===== src/rtl/sprite_pixel_fetch.sv =====
// sprite_pixel_fetch: per-pixel fetch stage in front of a 64x64 1-bpp sprite ROM.
// It takes the scan position and sprite placement, generates the ROM word
// address, carries the bit index and hit flag alongside the ROM read latency,
// and registers the selected pixel bit for the colour mux.
module sprite_pixel_fetch #(
  parameter int ROM_LATENCY = 2,  // 0, 1 or 2 cycles from rom_addr_o to rom_dout_i
  parameter int MSB_FIRST   = 1   // 1: pixel 0 is bit 15, 0: pixel 0 is bit 0
) (
  input  logic        clk_i,
  input  logic        reset_i,
  input  logic [9:0]  hcount_i,
  input  logic [9:0]  vcount_i,
  input  logic [9:0]  sprite_x_i,
  input  logic [9:0]  sprite_y_i,
  input  logic [5:0]  scroll_i,
  input  logic        enable_i,
  output logic [7:0]  rom_addr_o,
  input  logic [15:0] rom_dout_i,
  output logic        pixel_on_o,
  output logic        in_sprite_o
);

  // The side pipeline has one register matching the address register plus
  // one per ROM register, so its last stage lines up with rom_dout_i.
  localparam int DEPTH = ROM_LATENCY + 1;

  logic [10:0] dx, dy;
  logic        hit;
  logic        frame_start;
  logic [5:0]  scroll_d, scroll_q;
  logic [5:0]  row;
  logic [7:0]  addr_d, addr_q;
  logic [DEPTH-1:0]       hit_pipe_q;
  logic [DEPTH-1:0][3:0]  idx_pipe_q;
  logic        hit_d;
  logic [3:0]  bitidx_d;
  logic [3:0]  sel;
  logic        pixel_d;
  logic        pixel_q, in_sprite_q;

  // Stage 0: window test. The 11-bit differences have bit 10 as their sign,
  // so positions left of / above the sprite and clipped sprites never wrap.
  always_comb begin
    dx          = {1'b0, hcount_i} - {1'b0, sprite_x_i};
    dy          = {1'b0, vcount_i} - {1'b0, sprite_y_i};
    hit         = enable_i & ~dx[10] & (dx[9:6] == 4'd0)
                           & ~dy[10] & (dy[9:6] == 4'd0);
    frame_start = (hcount_i == 10'd0) && (vcount_i == 10'd0);
    // The (0,0) pixel already sees the value being loaded this cycle.
    scroll_d    = frame_start ? scroll_i : scroll_q;
    row         = dy[5:0] + scroll_d;
    // Address only moves inside the window to avoid needless ROM toggling.
    addr_d      = hit ? {row, dx[5:4]} : addr_q;
  end

  // Scroll offset latched once per frame, plus the ROM address register.
  always_ff @(posedge clk_i) begin
    if (reset_i) begin
      scroll_q <= 6'd0;
      addr_q   <= 8'd0;
    end else begin
      scroll_q <= scroll_d;
      addr_q   <= addr_d;
    end
  end

  // Hit flag and bit index ride along with the ROM read.
  always_ff @(posedge clk_i) begin
    if (reset_i) begin
      hit_pipe_q <= '0;
      idx_pipe_q <= '0;
    end else begin
      hit_pipe_q[0] <= hit;
      idx_pipe_q[0] <= dx[3:0];
      for (int i = 1; i < DEPTH; i++) begin
        hit_pipe_q[i] <= hit_pipe_q[i-1];
        idx_pipe_q[i] <= idx_pipe_q[i-1];
      end
    end
  end

  // Bit select from the ROM word for the pixel now at the end of the pipe.
  always_comb begin
    hit_d    = hit_pipe_q[DEPTH-1];
    bitidx_d = idx_pipe_q[DEPTH-1];
    sel      = (MSB_FIRST != 0) ? (4'd15 - bitidx_d) : bitidx_d;
    pixel_d  = hit_d & rom_dout_i[sel];
  end

  // Registered outputs to the colour mux.
  always_ff @(posedge clk_i) begin
    if (reset_i) begin
      pixel_q     <= 1'b0;
      in_sprite_q <= 1'b0;
    end else begin
      pixel_q     <= pixel_d;
      in_sprite_q <= hit_d;
    end
  end

  assign rom_addr_o  = addr_q;
  assign pixel_on_o  = pixel_q;
  assign in_sprite_o = in_sprite_q;

endmodule


===== config.mk =====
export PLATFORM = sky130hd
export DESIGN_NAME = sprite_pixel_fetch
export DESIGN_NICKNAME = d
export VERILOG_FILES = /design/src/rtl/sprite_pixel_fetch.sv
export SDC_FILE = /design/constraint.sdc
export NUM_CORES = 1
export LEC_CHECK = 0
export CAP_MARGIN = 20
export CORE_MARGIN = 8
export CORE_UTILIZATION = 51
export DETAILED_ROUTE_END_ITERATION = 16
export PLACE_DENSITY = 0.93
export RECOVER_POWER = 100
export SYNTH_ARGS = -nofsm -noshare
export SYNTH_HDL_FRONTEND = slang
export SYNTH_SLANG_ARGS = --single-unit
export TNS_END_PERCENT = 20

===== constraint.sdc =====
create_clock -name clk_i -period 10.5 [get_ports clk_i]
set_input_delay 2.1 -clock clk_i [delete_from_list [all_inputs] [get_ports clk_i]]
set_output_delay 2.1 -clock clk_i [all_outputs]
set_load 0.05 [all_outputs]

==> impl_metrics.sql <==
INSERT INTO impl_metrics (metric_group, metric, value, unit) VALUES
('clocking', 'clock_sink_count', '31', ''),
('placement', 'place.gp.congestion', '0.8715', ''),
('global_route', 'grt_pass1_wl', '11010', 'um'),
('final_layout', 'num_antenna_cells', '0', ''),
('logic_synthesis', 'postSynthRegisterBits', '31', ''),
('floorplanning', 'die_area', '0.007338', 'sq mm'),
('pwr', 'vdd_drop_max', '0.00004804', 'V'),
('clocking', 'cts_max_path_buffers', '2', ''),
('logic_synthesis', 'mux_contribution_to_synthesized_area', '0.07230', ''),
('routing', 'route.detailed.vias_per_inst', '5.910', ''),
('global_route', 'globalRouteMet2Util', '0.3061', ''),
('worst_setup_path', 'timing.setup.critical_path_class', 'primary input to flip-flop', ''),
('floorplanning', 'die_height', '85.66', 'um'),
('worst_setup_path', 'slowest_stage_delay_cp', '0.60', 'ns'),
('global_route', 'antenna_violations_before_repair', '0', ''),
('worst_setup_path', 'timing.critical_path.arrival', '5.84', 'ns'),
('timing', 'report.final.hold_viol_count', '0', ''),
('logic_synthesis', 'number_of_enable_type_register_cells_in_the_synthesized_netlist', '0', ''),
('logic_synthesis', 'largest_family_of_logic_cells_by_synthesized_area', 'simple AND/OR/NAND/NOR gates', ''),
('logic_synthesis', 'avgSynthCellArea', '8.714', 'sq um'),
('placement', 'port-buffer-count', '74', ''),
('run_status', 'status', 'complete, no violations', ''),
('timing', 'timing_worst_slew_pin_value', '1.010', 'ns'),
('clocking', 'postCtsHoldBufs', '0', ''),
('logic_synthesis', 'synthesis.instances', '284', ''),
('logic_synthesis', 'syn_nets', '377', ''),
('logic_synthesis', 'proportion_of_synthesized_flip_flops_having_asynchronous_set_or_reset', '0', ''),
('timing', 'final_period_minus_worst_setup_slack', '5.632', 'ns'),
('worst_setup_path', 'setup.worst_path.start_class', 'primary input', ''),
('logic_synthesis', 'synth.most_common_cell', 'dfxtp_1', ''),
('clocking', 'tritoncts', 'yes', ''),
('worst_setup_path', 'most_frequent_cell_on_the_critical_path', 'a21oi_1', ''),
('timing', 'postLayoutSetupSlackWorst', '4.868', 'ns'),
('worst_setup_path', 'path_cells', 'dlygate4sd3_1 -> nor4_1 -> nand2_1 -> nor2_1 -> mux2_1 -> ha_1 -> a211oi_1 -> o21bai_1 -> a21oi_1 -> xnor2_1 -> xnor3_1 -> or4_1 -> a21oi_1', ''),
('clocking', 'cts_made_buffers', '5', ''),
('logic_synthesis', 'netlist_top_cells_area', 'dfxtp_1 (25%), ha_1 (13%), nor2b_1 (5.1%)', ''),
('global_route', 'grt_max_degree', '31', ''),
('routing', 'routedWlPerCell', '16.02', 'um'),
('clocking', 'clkLatencyLatePin', '0.28', 'ns'),
('timing', 'period_share', '0.5364', ''),
('logic_synthesis', 'post_synth_and_or_nand_nor_area_fraction', '0.2199', ''),
('floorplanning', 'boundaryPins', '75', ''),
('floorplanning', 'num_rows', '25', ''),
('routing', 'drc', '0', ''),
('logic_synthesis', 'synth_xor_area_frac', '0.04449', ''),
('logic_synthesis', 'syn-cell-area', '0.002475', 'sq mm'),
('global_route', 'total_routing_usage_reported_by_global_routing', '0.1817', ''),
('logic_synthesis', 'sequential_to_total_area_share_from_yosys_stat', '0.2508', ''),
('final_layout', 'drive_above_1_share', '0.05322', ''),
('global_route', 'busiest_layer', 'met2', ''),
('timing', 'worst_hold_check_slack', '0.4364', 'ns'),
('pwr', 'cellPowerDensity', '104.4', 'mW/mm^2'),
('logic_synthesis', 'synth-compound-area-share', '0.2053', ''),
('timing', 'maxClockFrequency', '0.1776', 'GHz'),
('global_route', 'first_global_vias', '2505', ''),
('routing', 'antenna_left', '0', ''),
('hold_path', 'holdCritPathClass', 'flip-flop to flip-flop', ''),
('worst_setup_path', 'worst_path_max_delay_cell', 'dlygate4sd3_1', ''),
('placement', 'detailed_place_hpwl', '5455', 'um'),
('timing', 'worst_clock_skew', '0.004708', 'ns'),
('logic_synthesis', 'post_synth_most_frequent_cells', 'dfxtp_1 (31), inv_1 (26), ha_1 (25)', ''),
('logic_synthesis', 'netlist.top_cell.by_area', 'dfxtp_1', ''),
('floorplanning', 'core_area', '0.004692', 'sq mm'),
('logic_synthesis', 'yosys_most_used_dff', 'dfxtp_1', ''),
('logic_synthesis', 'synth_adder_area_share', '0.1507', ''),
('clocking', 'post-cts-setup-buffers', '0', ''),
('timing', 'rsz0062_at_grt', 'false', ''),
('logic_synthesis', 'synth_top_cell_area_share', '0.2508', ''),
('clocking', 'clk_pin_slew_worst_paths', '0.07', 'ns'),
('placement', 'place_ws', '4.764', 'ns'),
('run', 'number_of_violations_of_the_max_capacitance_limit', '0', '');
-- path summary, 6_finish.rpt --
path / startpoint / endpoint / slack [ns] / depth (start not counted)
worst max register to register: scroll_q[1] / rom_addr_o[7] / 8.05 / 9
worst min register to register: idx_pipe_q[0] / idx_pipe_q[4] / 0.44 / 1
worst max-delay path: hcount_i[1] / rom_addr_o[7] / 4.87 / 13
worst min-delay path: idx_pipe_q[0] / idx_pipe_q[4] / 0.44 / 1
-- where the power goes --
| group | switching [mW] | total (mW) | internal, mW |
|---|---|---|---|
| sequential | 0.00110 | 0.122 | 0.121 |
| combinational | 0.0523 | 0.109 | 0.0569 |
| clock | 0.0429 | 0.120 | 0.0766 |
| total | 0.0963 | 0.351 | 0.254 |
-- state kept, by name, summed over array words and instances (netlist names) --
signal,count
idx_pipe_q,8
bitidx_d,4
scroll_q,6
hit_pipe_q,3
in_sprite_o,1
rom_addr_o,8
pixel_on_o,1
-- cells by family (layout without fill, tap and decap cells) --
kind of cell             count (synthesis)  after routing
AO/OA/AOI/OAI                           74             74
XOR/XNOR                                11             11
adder cells (fa/ha/maj)                 28             28
buffers and inverters                   35            108
flip-flops                              31             31
multiplexers                            11             11
AND/OR/NAND/NOR                         94             94
-- metal layers --
metal	wire, um	up-vias
met4	140	0
met3	460	15
met1	2873	1108
met2	3111	103
met5	0	-
li1	-	1203
-- placed cells by master, fill, tap and decap left out, drive strengths merged, types with 3 or more instances in the layout --
master,Yosys,routed
clkdlybuf4s50,0,60
dfxtp,31,31
inv,26,26
ha,25,25
nor2b,20,20
a21oi,19,19
nor2,18,18
dlygate4sd3,0,14
nor3,10,10
o31ai,10,10
nor4,9,9
o21ai,8,8
nand4,8,8
nand2,7,7
xnor2,6,6
a21o,6,6
clkbuf,8,6
mux2,5,5
o21a,5,5
mux4,5,5
or4,5,5
xor2,4,4
a211oi,4,4
o211a,3,3
nand4b,3,3
o21bai,3,3
fa,3,3
and2,3,3
-- worst max-delay path, delay by kind of cell --
kind	cells	cell delay (ns)
mux	1	0.45
buf+inv	1	0.60
simple gates	4	1.34
compound gates	4	0.64
fa+ha+maj	1	0.34
xor+xnor	2	0.37
-- layout make-up --
type | count | area [sq um]
multi-input cells | 218 | 1714
fillers | 388 | 1334
repair buffers | 74 | 740.7
flip-flops and latches | 31 | 620.6
inverters | 26 | 97.59
clock buffers | 6 | 82.58
well taps | 54 | 67.56
clock inverters | 2 | 35.03
-- through the flow --
stage	cells	cell area, sq um	total power [mW]
finish	411	3358	0.3507
global route	411	3358	0.3698
CTS	411	3358	0.3513
detailed placement	403	3241	0.2324
global placement	403	3241	0.2288
floorplan	284	2475	0.1919
No activity file was read; power rests on OpenSTA's default activity.
